**config.mk**
```make
export PLATFORM = sky130hd
export DESIGN_NAME = ascon_inv_permutation
export DESIGN_NICKNAME = d
export VERILOG_FILES = /design/src/rtl/ascon_pkg.sv /design/src/rtl/ascon_inv_round.sv /design/src/rtl/ascon_inv_permutation.sv
export SDC_FILE = /design/constraint.sdc
export NUM_CORES = 2
export LEC_CHECK = 0
export ABC_CLOCK_PERIOD_IN_PS = 11150
export CORE_UTILIZATION = 55
export CTS_BUF_LIST = sky130_fd_sc_hd__clkbuf_4 sky130_fd_sc_hd__clkbuf_8
export CTS_CLUSTER_DIAMETER = 30
export CTS_CLUSTER_SIZE = 40
export DETAILED_ROUTE_END_ITERATION = 16
export PLACE_DENSITY = 0.8
export SLEW_MARGIN = 20
export SYNTH_ARGS = -nofsm -noshare
export SYNTH_HDL_FRONTEND = slang
export SYNTH_SLANG_ARGS = --single-unit
```
**constraint.sdc**
```tcl
create_clock -name clk -period 11.15 [get_ports clk]
set_input_delay 2.23 -clock clk [delete_from_list [all_inputs] [get_ports clk]]
set_output_delay 2.23 -clock clk [all_outputs]
set_load 0.1 [all_outputs]
```
**src/rtl/ascon_pkg.sv**
```systemverilog
// ascon_pkg: shared widths, tables and helpers for the inverse ASCON permutation.
//   STATE_W/WORD_W : state and word widths (five 64-bit words, x0 in the top bits)
//   RC             : round constants, indexed by round index 0..11
//   INV_SBOX       : inverse 5-bit S-box, index {x0,x1,x2,x3,x4} with x0 as MSB
//   ROT_R1/ROT_R2  : per-word rotation pairs of the forward linear layer
//   inv_linear()   : inverse of x ^ ror(x,r1) ^ ror(x,r2)
package ascon_pkg;

  localparam int unsigned STATE_W   = 320;
  localparam int unsigned WORD_W    = 64;
  localparam int unsigned N_WORDS   = 5;
  localparam int unsigned IDX_W     = 4;
  localparam int unsigned N_RC      = 12;
  localparam int unsigned LIN_STEPS = 6;

  typedef enum logic [IDX_W-1:0] {
    R6  = 4'd6,
    R8  = 4'd8,
    R12 = 4'd12
  } rounds_e;

  localparam logic [7:0] RC [N_RC] = '{
    8'hf0, 8'he1, 8'hd2, 8'hc3, 8'hb4, 8'ha5,
    8'h96, 8'h87, 8'h78, 8'h69, 8'h5a, 8'h4b
  };

  localparam logic [4:0] INV_SBOX [32] = '{
    5'h14, 5'h1a, 5'h07, 5'h0d, 5'h00, 5'h09, 5'h0e, 5'h12,
    5'h0a, 5'h06, 5'h1d, 5'h01, 5'h19, 5'h15, 5'h13, 5'h1e,
    5'h18, 5'h16, 5'h0b, 5'h11, 5'h03, 5'h05, 5'h1c, 5'h1f,
    5'h17, 5'h1b, 5'h04, 5'h08, 5'h0f, 5'h0c, 5'h10, 5'h02
  };

  localparam int unsigned ROT_R1 [N_WORDS] = '{19, 61, 1, 10, 7};
  localparam int unsigned ROT_R2 [N_WORDS] = '{28, 39, 6, 17, 41};

  // Round constant lookup; indices past the table contribute nothing.
  function automatic logic [7:0] rc_of(input logic [IDX_W-1:0] idx);
    return (32'(idx) < N_RC) ? RC[idx] : 8'h00;
  endfunction

  // Rotate right; the doubled word keeps a zero rotation well defined.
  function automatic logic [WORD_W-1:0] ror(input logic [WORD_W-1:0] w, input int unsigned s);
    return WORD_W'({w, w} >> s);
  endfunction

  // Sigma^-1 = Sigma^63 = prod_k Sigma^(2^k); squaring a rotation polynomial
  // over GF(2) just doubles its rotation amounts, giving six XOR-rotate stages.
  function automatic logic [WORD_W-1:0] inv_linear(input logic [WORD_W-1:0] w,
                                                   input int unsigned r1,
                                                   input int unsigned r2);
    logic [WORD_W-1:0] acc;
    acc = w;
    for (int unsigned k = 0; k < LIN_STEPS; k++) begin
      acc = acc ^ ror(acc, (r1 << k) % WORD_W) ^ ror(acc, (r2 << k) % WORD_W);
    end
    return acc;
  endfunction

endpackage

```
**src/rtl/ascon_inv_round.sv**
```systemverilog
// ascon_inv_round: one combinational inverse ASCON round.
//   i_state : 320-bit state entering the inverse round (x0 at [319:256])
//   i_idx   : round-constant index of the forward round being undone
//   o_state : state after inverse linear layer, inverse S-box, constant removal
module ascon_inv_round
  import ascon_pkg::*;
(
  input  logic [STATE_W-1:0] i_state,
  input  logic [IDX_W-1:0]   i_idx,
  output logic [STATE_W-1:0] o_state
);

  logic [N_WORDS-1:0][WORD_W-1:0] w_lin;
  logic [N_WORDS-1:0][WORD_W-1:0] w_sub;

  // Undo the per-word diffusion first.
  for (genvar i = 0; i < N_WORDS; i++) begin : g_lin
    assign w_lin[i] = inv_linear(i_state[STATE_W-1-WORD_W*i -: WORD_W], ROT_R1[i], ROT_R2[i]);
  end

  // Inverse S-box on each vertical bit-slice.
  for (genvar b = 0; b < WORD_W; b++) begin : g_slice
    logic [4:0] w_in;
    logic [4:0] w_out;
    assign w_in       = {w_lin[0][b], w_lin[1][b], w_lin[2][b], w_lin[3][b], w_lin[4][b]};
    assign w_out      = INV_SBOX[w_in];
    assign w_sub[0][b] = w_out[4];
    assign w_sub[1][b] = w_out[3];
    assign w_sub[2][b] = w_out[2];
    assign w_sub[3][b] = w_out[1];
    assign w_sub[4][b] = w_out[0];
  end

  // Constant removal touches only the low byte of x2.
  assign o_state = {w_sub[0], w_sub[1], w_sub[2] ^ WORD_W'(rc_of(i_idx)), w_sub[3], w_sub[4]};

endmodule

```
**src/rtl/ascon_inv_permutation.sv**
```systemverilog
// ascon_inv_permutation: iterative inverse ASCON permutation p^-a, a in {6, 8, 12}.
//   clk, rst            : clock (rising edge), asynchronous active-high reset
//   in_valid/in_ready   : input handshake; in_state/in_rounds sampled at accept
//   in_state, in_rounds : permuted 320-bit state and round count a
//   out_valid/out_ready : output handshake; out_state held until taken
//   out_state           : recovered state
//   busy                : high whenever a job is in flight or waiting to drain
//   out_err             : only with ASCON_INV_ERR_EN; flags an illegal round count
// Parameter UNROLL (1 or 2): inverse rounds applied per clock.
// Macro ASCON_INV_ERR_EN: illegal counts bypass the datapath and raise out_err;
// without it an illegal count runs the full 12 rounds.
module ascon_inv_permutation
  import ascon_pkg::*;
#(
  parameter int unsigned UNROLL = 1
) (
  input  logic               clk,
  input  logic               rst,
  input  logic               in_valid,
  output logic               in_ready,
  input  logic [STATE_W-1:0] in_state,
  input  logic [IDX_W-1:0]   in_rounds,
  output logic               out_valid,
  input  logic               out_ready,
  output logic [STATE_W-1:0] out_state,
`ifdef ASCON_INV_ERR_EN
  output logic               out_err,
`endif
  output logic               busy
);

  typedef enum logic [1:0] {S_IDLE, S_RUN, S_DONE} state_e;

  localparam logic [IDX_W-1:0] IDX_FIRST = IDX_W'(N_RC - 1);
  localparam logic [IDX_W-1:0] STEP      = IDX_W'(UNROLL);
  localparam logic [IDX_W-1:0] LAST_OFS  = IDX_W'(UNROLL - 1);

  if (UNROLL != 1 && UNROLL != 2) begin : g_bad_unroll
    $error("ascon_inv_permutation: UNROLL must be 1 or 2");
  end

  state_e             r_state, w_state_nxt;
  logic [STATE_W-1:0] r_data, w_data_nxt;
  logic [IDX_W-1:0]   r_idx, w_idx_nxt;
  logic [IDX_W-1:0]   r_stop, w_stop_nxt;
  logic [IDX_W-1:0]   w_stop_dec;
  logic               r_in_ready, r_out_valid, r_busy;
  logic               w_in_ready_nxt, w_out_valid_nxt, w_busy_nxt;
`ifdef ASCON_INV_ERR_EN
  logic               r_err, w_err_nxt;
  logic               w_legal;
`endif

  // Round chain: sub-round u undoes the round with index r_idx - u.
  logic [STATE_W-1:0] w_chain [UNROLL+1];
  assign w_chain[0] = r_data;
  for (genvar u = 0; u < UNROLL; u++) begin : g_round
    ascon_inv_round u_round (
      .i_state (w_chain[u]),
      .i_idx   (r_idx - IDX_W'(u)),
      .o_state (w_chain[u+1])
    );
  end

  // Last round index to undo is 12 - a; unknown counts fall back to a = 12.
  always_comb begin
    w_stop_dec = '0;
`ifdef ASCON_INV_ERR_EN
    w_legal = 1'b1;
`endif
    case (in_rounds)
      R6:      w_stop_dec = IDX_W'(N_RC - 6);
      R8:      w_stop_dec = IDX_W'(N_RC - 8);
      R12:     w_stop_dec = '0;
      default: begin
        w_stop_dec = '0;
`ifdef ASCON_INV_ERR_EN
        w_legal = 1'b0;
`endif
      end
    endcase
  end

  // Next-state and registered-output logic.
  always_comb begin
    w_state_nxt = r_state;
    w_data_nxt  = r_data;
    w_idx_nxt   = r_idx;
    w_stop_nxt  = r_stop;
`ifdef ASCON_INV_ERR_EN
    w_err_nxt   = r_err;
`endif
    case (r_state)
      S_IDLE: begin
        if (in_valid) begin
          w_data_nxt  = in_state;
          w_idx_nxt   = IDX_FIRST;
          w_stop_nxt  = w_stop_dec;
          w_state_nxt = S_RUN;
`ifdef ASCON_INV_ERR_EN
          w_err_nxt   = ~w_legal;
`endif
        end
      end
      S_RUN: begin
        w_data_nxt = w_chain[UNROLL];
        w_idx_nxt  = r_idx - STEP;
        if (r_idx - LAST_OFS == r_stop) w_state_nxt = S_DONE;
`ifdef ASCON_INV_ERR_EN
        // Illegal count: one pass-through cycle, state untouched.
        if (r_err) begin
          w_data_nxt  = r_data;
          w_idx_nxt   = r_idx;
          w_state_nxt = S_DONE;
        end
`endif
      end
      S_DONE: begin
        if (out_ready) begin
          w_state_nxt = S_IDLE;
`ifdef ASCON_INV_ERR_EN
          w_err_nxt   = 1'b0;
`endif
        end
      end
      default: w_state_nxt = S_IDLE;
    endcase
    w_in_ready_nxt  = (w_state_nxt == S_IDLE);
    w_out_valid_nxt = (w_state_nxt == S_DONE);
    w_busy_nxt      = (w_state_nxt != S_IDLE);
  end

  // State and datapath registers.
  always_ff @(posedge clk or posedge rst) begin
    if (rst) begin
      r_state     <= S_IDLE;
      r_data      <= '0;
      r_idx       <= '0;
      r_stop      <= '0;
      r_in_ready  <= 1'b1;
      r_out_valid <= 1'b0;
      r_busy      <= 1'b0;
`ifdef ASCON_INV_ERR_EN
      r_err       <= 1'b0;
`endif
    end else begin
      r_state     <= w_state_nxt;
      r_data      <= w_data_nxt;
      r_idx       <= w_idx_nxt;
      r_stop      <= w_stop_nxt;
      r_in_ready  <= w_in_ready_nxt;
      r_out_valid <= w_out_valid_nxt;
      r_busy      <= w_busy_nxt;
`ifdef ASCON_INV_ERR_EN
      r_err       <= w_err_nxt;
`endif
    end
  end

  assign in_ready  = r_in_ready;
  assign out_valid = r_out_valid;
  assign busy      = r_busy;
  assign out_state = r_data;
`ifdef ASCON_INV_ERR_EN
  assign out_err   = r_err;
`endif

endmodule

```
==> impl.org <==
** Route
- The count of nets left with antenna violations once routing finished came out at 0.
- Total detailed-routing wirelength :: 354000 um
- In the routed design, unresolved DRC markers number 0.
- First-iteration detailed-routing DRC count :: 10200
- For this run, the detailed router's first-pass iteration total came to 6.
- Detailed-route wire length per cell :: 37.4 um
- The final route contains 63000 vias.
- In the routed layout, each cell is associated on average with a via count of 6.65.

** STA
- Setup repair after global routing left no endpoint under its margin.
- At the pin with the least slew margin, the transition time is 1.45 ns.
- The smallest clock period supported by the final layout is computed as 6.57 ns.
- Setup violations remaining at the end of the flow were counted as 0.
- Portion of the clock cycle consumed by the worst path in the final layout :: 0.590
- Highest achievable clock rate :: 0.152 GHz
- The number of pins exceeding their max-slew limit in the final report came to 0.
- Total Negative Setup Slacks :: 0 ns
- Hold Fails Final Rpt :: 0
- Setup skew after layout :: 0.0375 ns
- Headroom to the max-slew limit came out at 0.0287.

** Cells and area
- For this run, the number of standard cells in the final layout without fillers is 9471.
- Share of layout cells above drive strength 1 :: 0.0970
- Post-layout utilization of the core :: 0.650
- Fill cell count :: 10400
- Layout net count :: 8458
- Layout overhead on the synthesized area :: 17.2%
- Registers take 0.00829 mm2.
- Multi-input combinational cell area :: 0.0598 mm2
- Design Area, Final :: 0.0828 mm2

** Place
- Placed Instances :: 9220
- Routability-driven placement finished with a final weighted congestion of 1.12.
- Detailed placement ended at an HPWL of 288000 um.
- Port bufs :: 650
- DP Area :: 0.0793 mm2

** Floorplanning
- I/O pins :: 651
- The core region is 0.128 mm2.
- Initial Util :: 0.554
- The die covers 0.130 mm2.
- The floorplan has 131 rows.
- From left edge to right edge, the die measures 360 um.
- From bottom edge to top edge, the die measures 360 um.

** CTS
- Clock input transition at the sequential cells of the worst setup and hold paths :: 0.05 ns
- Max Root-Sink Buffers :: 3
- Buffers added to address setup during post-CTS repair amount to 0.
- TritonCTS built the clock tree.
- At the later pin of the worst-skew pair, clock insertion delay measures 0.91 ns.
- Number of clock buffers inserted by TritonCTS :: 121
- Root Buffer Master :: sky130_fd_sc_hd__clkbuf_8
- CTS saw 331 sinks.
- Hold Buf Count CTS :: 0
- Number of instances resized during post-cts repair :: 0
- The clock tree synthesis step divided the H-tree into 3 levels.

** Global routing
- Total routing usage reported by global routing :: 0.532
- Number of antenna violations at the first check in global routing :: 46
- The first global-routing pass estimated 473000 um of wire.
- The via count of the first global-routing pass was 57500.
- Entering global routing, the biggest net connects 141 pins.
- After global routing the overflow that remains totals 0.

** Min path
- Hold path start :: r_stop[2]$_DFFE_PP0P_
- The tightest min-delay check is of the flop to flop type.

** Synthesis
- Synthesis produced a netlist with a net count of 7913.
- After technology mapping, the gate count stands at 7136.
- The average instance in the mapped netlist occupies 9.90 um2.
- For this run, the register share of the synthesized area comes to 0.117.
- Asr flop ratio synth :: 1.00
- Count of cell types in the netlist :: 81
- Number of synthesized register bits :: 331
- Area of the mapped netlist :: 0.0707 mm2
- Most used flip-flop cell after synthesis :: sky130_fd_sc_hd__dfrtp_1
- Yosys warning count :: 0
- Count of flip-flops with a built-in enable after synthesis :: 0

** Worst setup path
- Source of the critical timing path :: out_state[92]$_DFFE_PP0P_
- Slowest Stage Delay on Critical Path :: 1.00 ns
- Worst EP arrival :: 7.30 ns
- Walking the worst path, the cells encountered are xnor3_1 -> xnor3_1 -> xor3_1 -> xor2_2 -> xnor2_1 -> xnor2_1 -> inv_2 -> xor2_2 -> inv_2 -> ha_1 -> nor2_1 -> a211oi_1 -> o31ai_2 -> o21ai_0.
- Kind of capture point of the worst setup path :: flop
- The worst setup path is launched from a flop.
- Crit-path slowest cell :: sky130_fd_sc_hd__xnor2_1
- Worst setup path class :: flop to flop
- Critical path peak fanout :: 9
- Required @ worst endpoint :: 11.88 ns
- Launching point of the worst reg2reg path :: out_state[92]$_DFFE_PP0P_
- Total buffers and inverters traversed by the critical path :: 2
- Grouping stages by cell kind, the critical path spends the most delay in XOR/XNOR gates.

** Outcome
- Result of the run :: finished, final reports clean

** Job
- Across the run, the number of max-cap violations was 0.
-- Yosys cell counts, drive strengths merged (135+ instances only) --
cell type	number	area share
xnor2	1085	0.14
xnor3	682	0.22
nand2	652	0.035
xor2	453	0.057
ha	449	0.079
nor2	422	0.022
a21oi	352	0.025
dfrtp	330	0.12
mux2i	324	0.046
clkbuf	320	0.017
o21ai	315	0.022
inv	287	0.015
xor3	192	0.065
a211oi	135	0.014
-- placed cells by master, fill, tap and decap left out, types with 27 or more instances in the layout --
cell,Yosys,layout
sky130_fd_sc_hd__xor2_1,444,439
sky130_fd_sc_hd__ha_1,449,449
sky130_fd_sc_hd__a31oi_1,131,130
sky130_fd_sc_hd__mux2i_1,324,321
sky130_fd_sc_hd__and3_1,48,48
sky130_fd_sc_hd__a22oi_1,68,68
sky130_fd_sc_hd__buf_4,9,229
sky130_fd_sc_hd__a21oi_1,352,351
sky130_fd_sc_hd__or2_2,32,32
sky130_fd_sc_hd__nand2_1,652,650
sky130_fd_sc_hd__o22a_1,33,33
sky130_fd_sc_hd__xnor2_1,1041,1018
sky130_fd_sc_hd__mux2_2,46,46
sky130_fd_sc_hd__xnor2_2,42,63
sky130_fd_sc_hd__nor3_1,50,50
sky130_fd_sc_hd__nand2b_1,34,34
sky130_fd_sc_hd__a211oi_1,135,127
sky130_fd_sc_hd__o21ai_0,306,302
sky130_fd_sc_hd__o211ai_1,60,60
sky130_fd_sc_hd__dfrtp_1,330,329
sky130_fd_sc_hd__nor2b_1,38,37
sky130_fd_sc_hd__inv_1,282,281
sky130_fd_sc_hd__xnor3_1,671,671
sky130_fd_sc_hd__and2_1,27,27
sky130_fd_sc_hd__nor2_1,422,419
sky130_fd_sc_hd__clkdlybuf4s50_1,0,625
sky130_fd_sc_hd__nand3_1,43,43
sky130_fd_sc_hd__clkbuf_8,0,140
sky130_fd_sc_hd__bufinv_16,0,36
sky130_fd_sc_hd__xor3_1,188,188
sky130_fd_sc_hd__o22ai_1,40,40
sky130_fd_sc_hd__mux4_2,71,71
-- worst register-to-register path, delay by kind of cell, from the launching register on --
family	cells	cell delay, ns
adder cells (fa/ha/maj)	1	0.23
XOR/XNOR	7	3.77
AND/OR/NAND/NOR	1	0.11
AO/OA/AOI/OAI	3	1.04
flip-flops	1	0.80
buffers and inverters	2	0.47
-- layout make-up --
class	count	area share
Clock buffer	147	0.0239
Sequential cell	331	0.100
Tap cell	1662	0.0251
Antenna cell	26	0.000786
Inverter	295	0.0134
Multi-Input combinational cell	6067	0.722
Timing Repair Buffer	865	0.0979
Clock inverter	78	0.0165
-- stage by stage --
stage / hold WS (ns) / worst slack [ns]
6_report: 0.533 / 4.58
5_1_grt: 0.558 / 4.65
4_1_cts: 0.527 / 4.88
3_5_place_dp: 0.499 / 4.91
3_3_place_gp: 0.494 / 4.46
2_1_floorplan: 0.468 / 4.50
-- state kept, by name, indices dropped and copies added (netlist names) --
name / count
out_state: 320
r_stop: 2
out_valid: 1
r_state: 2
r_idx: 4
busy: 1
in_ready: 1
-- worst paths after layout --
path | cells past startpoint | slack, ns | end
worst max register to register | 14 | 4.58 | out_state[32]$_DFFE_PP0P_
max in group asynchronous | 4 | 7.09 | out_state[317]$_DFFE_PP0P_
worst max-delay path | 14 | 4.58 | out_state[32]$_DFFE_PP0P_
worst min-delay path | 2 | 0.53 | r_stop[2]$_DFFE_PP0P_
worst min register to register | 2 | 0.53 | r_stop[2]$_DFFE_PP0P_
min in group asynchronous | 2 | 1.79 | out_state[228]$_DFFE_PP0P_
-- logic make-up after synthesis --
| family | Yosys count | share of synthesized area |
|---|---|---|
| muxes | 441 | 0.0758 |
| xor gates and xnor gates | 2412 | 0.479 |
| DFF | 331 | 0.117 |
| adders and majority gates | 449 | 0.0795 |
| buffers and inverters | 738 | 0.0415 |
| and+or+nand+nor | 1404 | 0.0854 |
| AOI/OAI and AO/OA | 1361 | 0.122 |
-- metal layers --
metal  share of wire  GRT usage  vias to the layer above
met2            0.39      0.723                     5106
met4            0.10      0.438                       22
met1            0.35      0.646                    30600
met3            0.16      0.234                     1275
met5         0.00050   0.000370                        -
li1                -          -                    25900
Power is not shown: default switching activity piles up to over one toggle a cycle in this logic, so the estimate is an artifact.
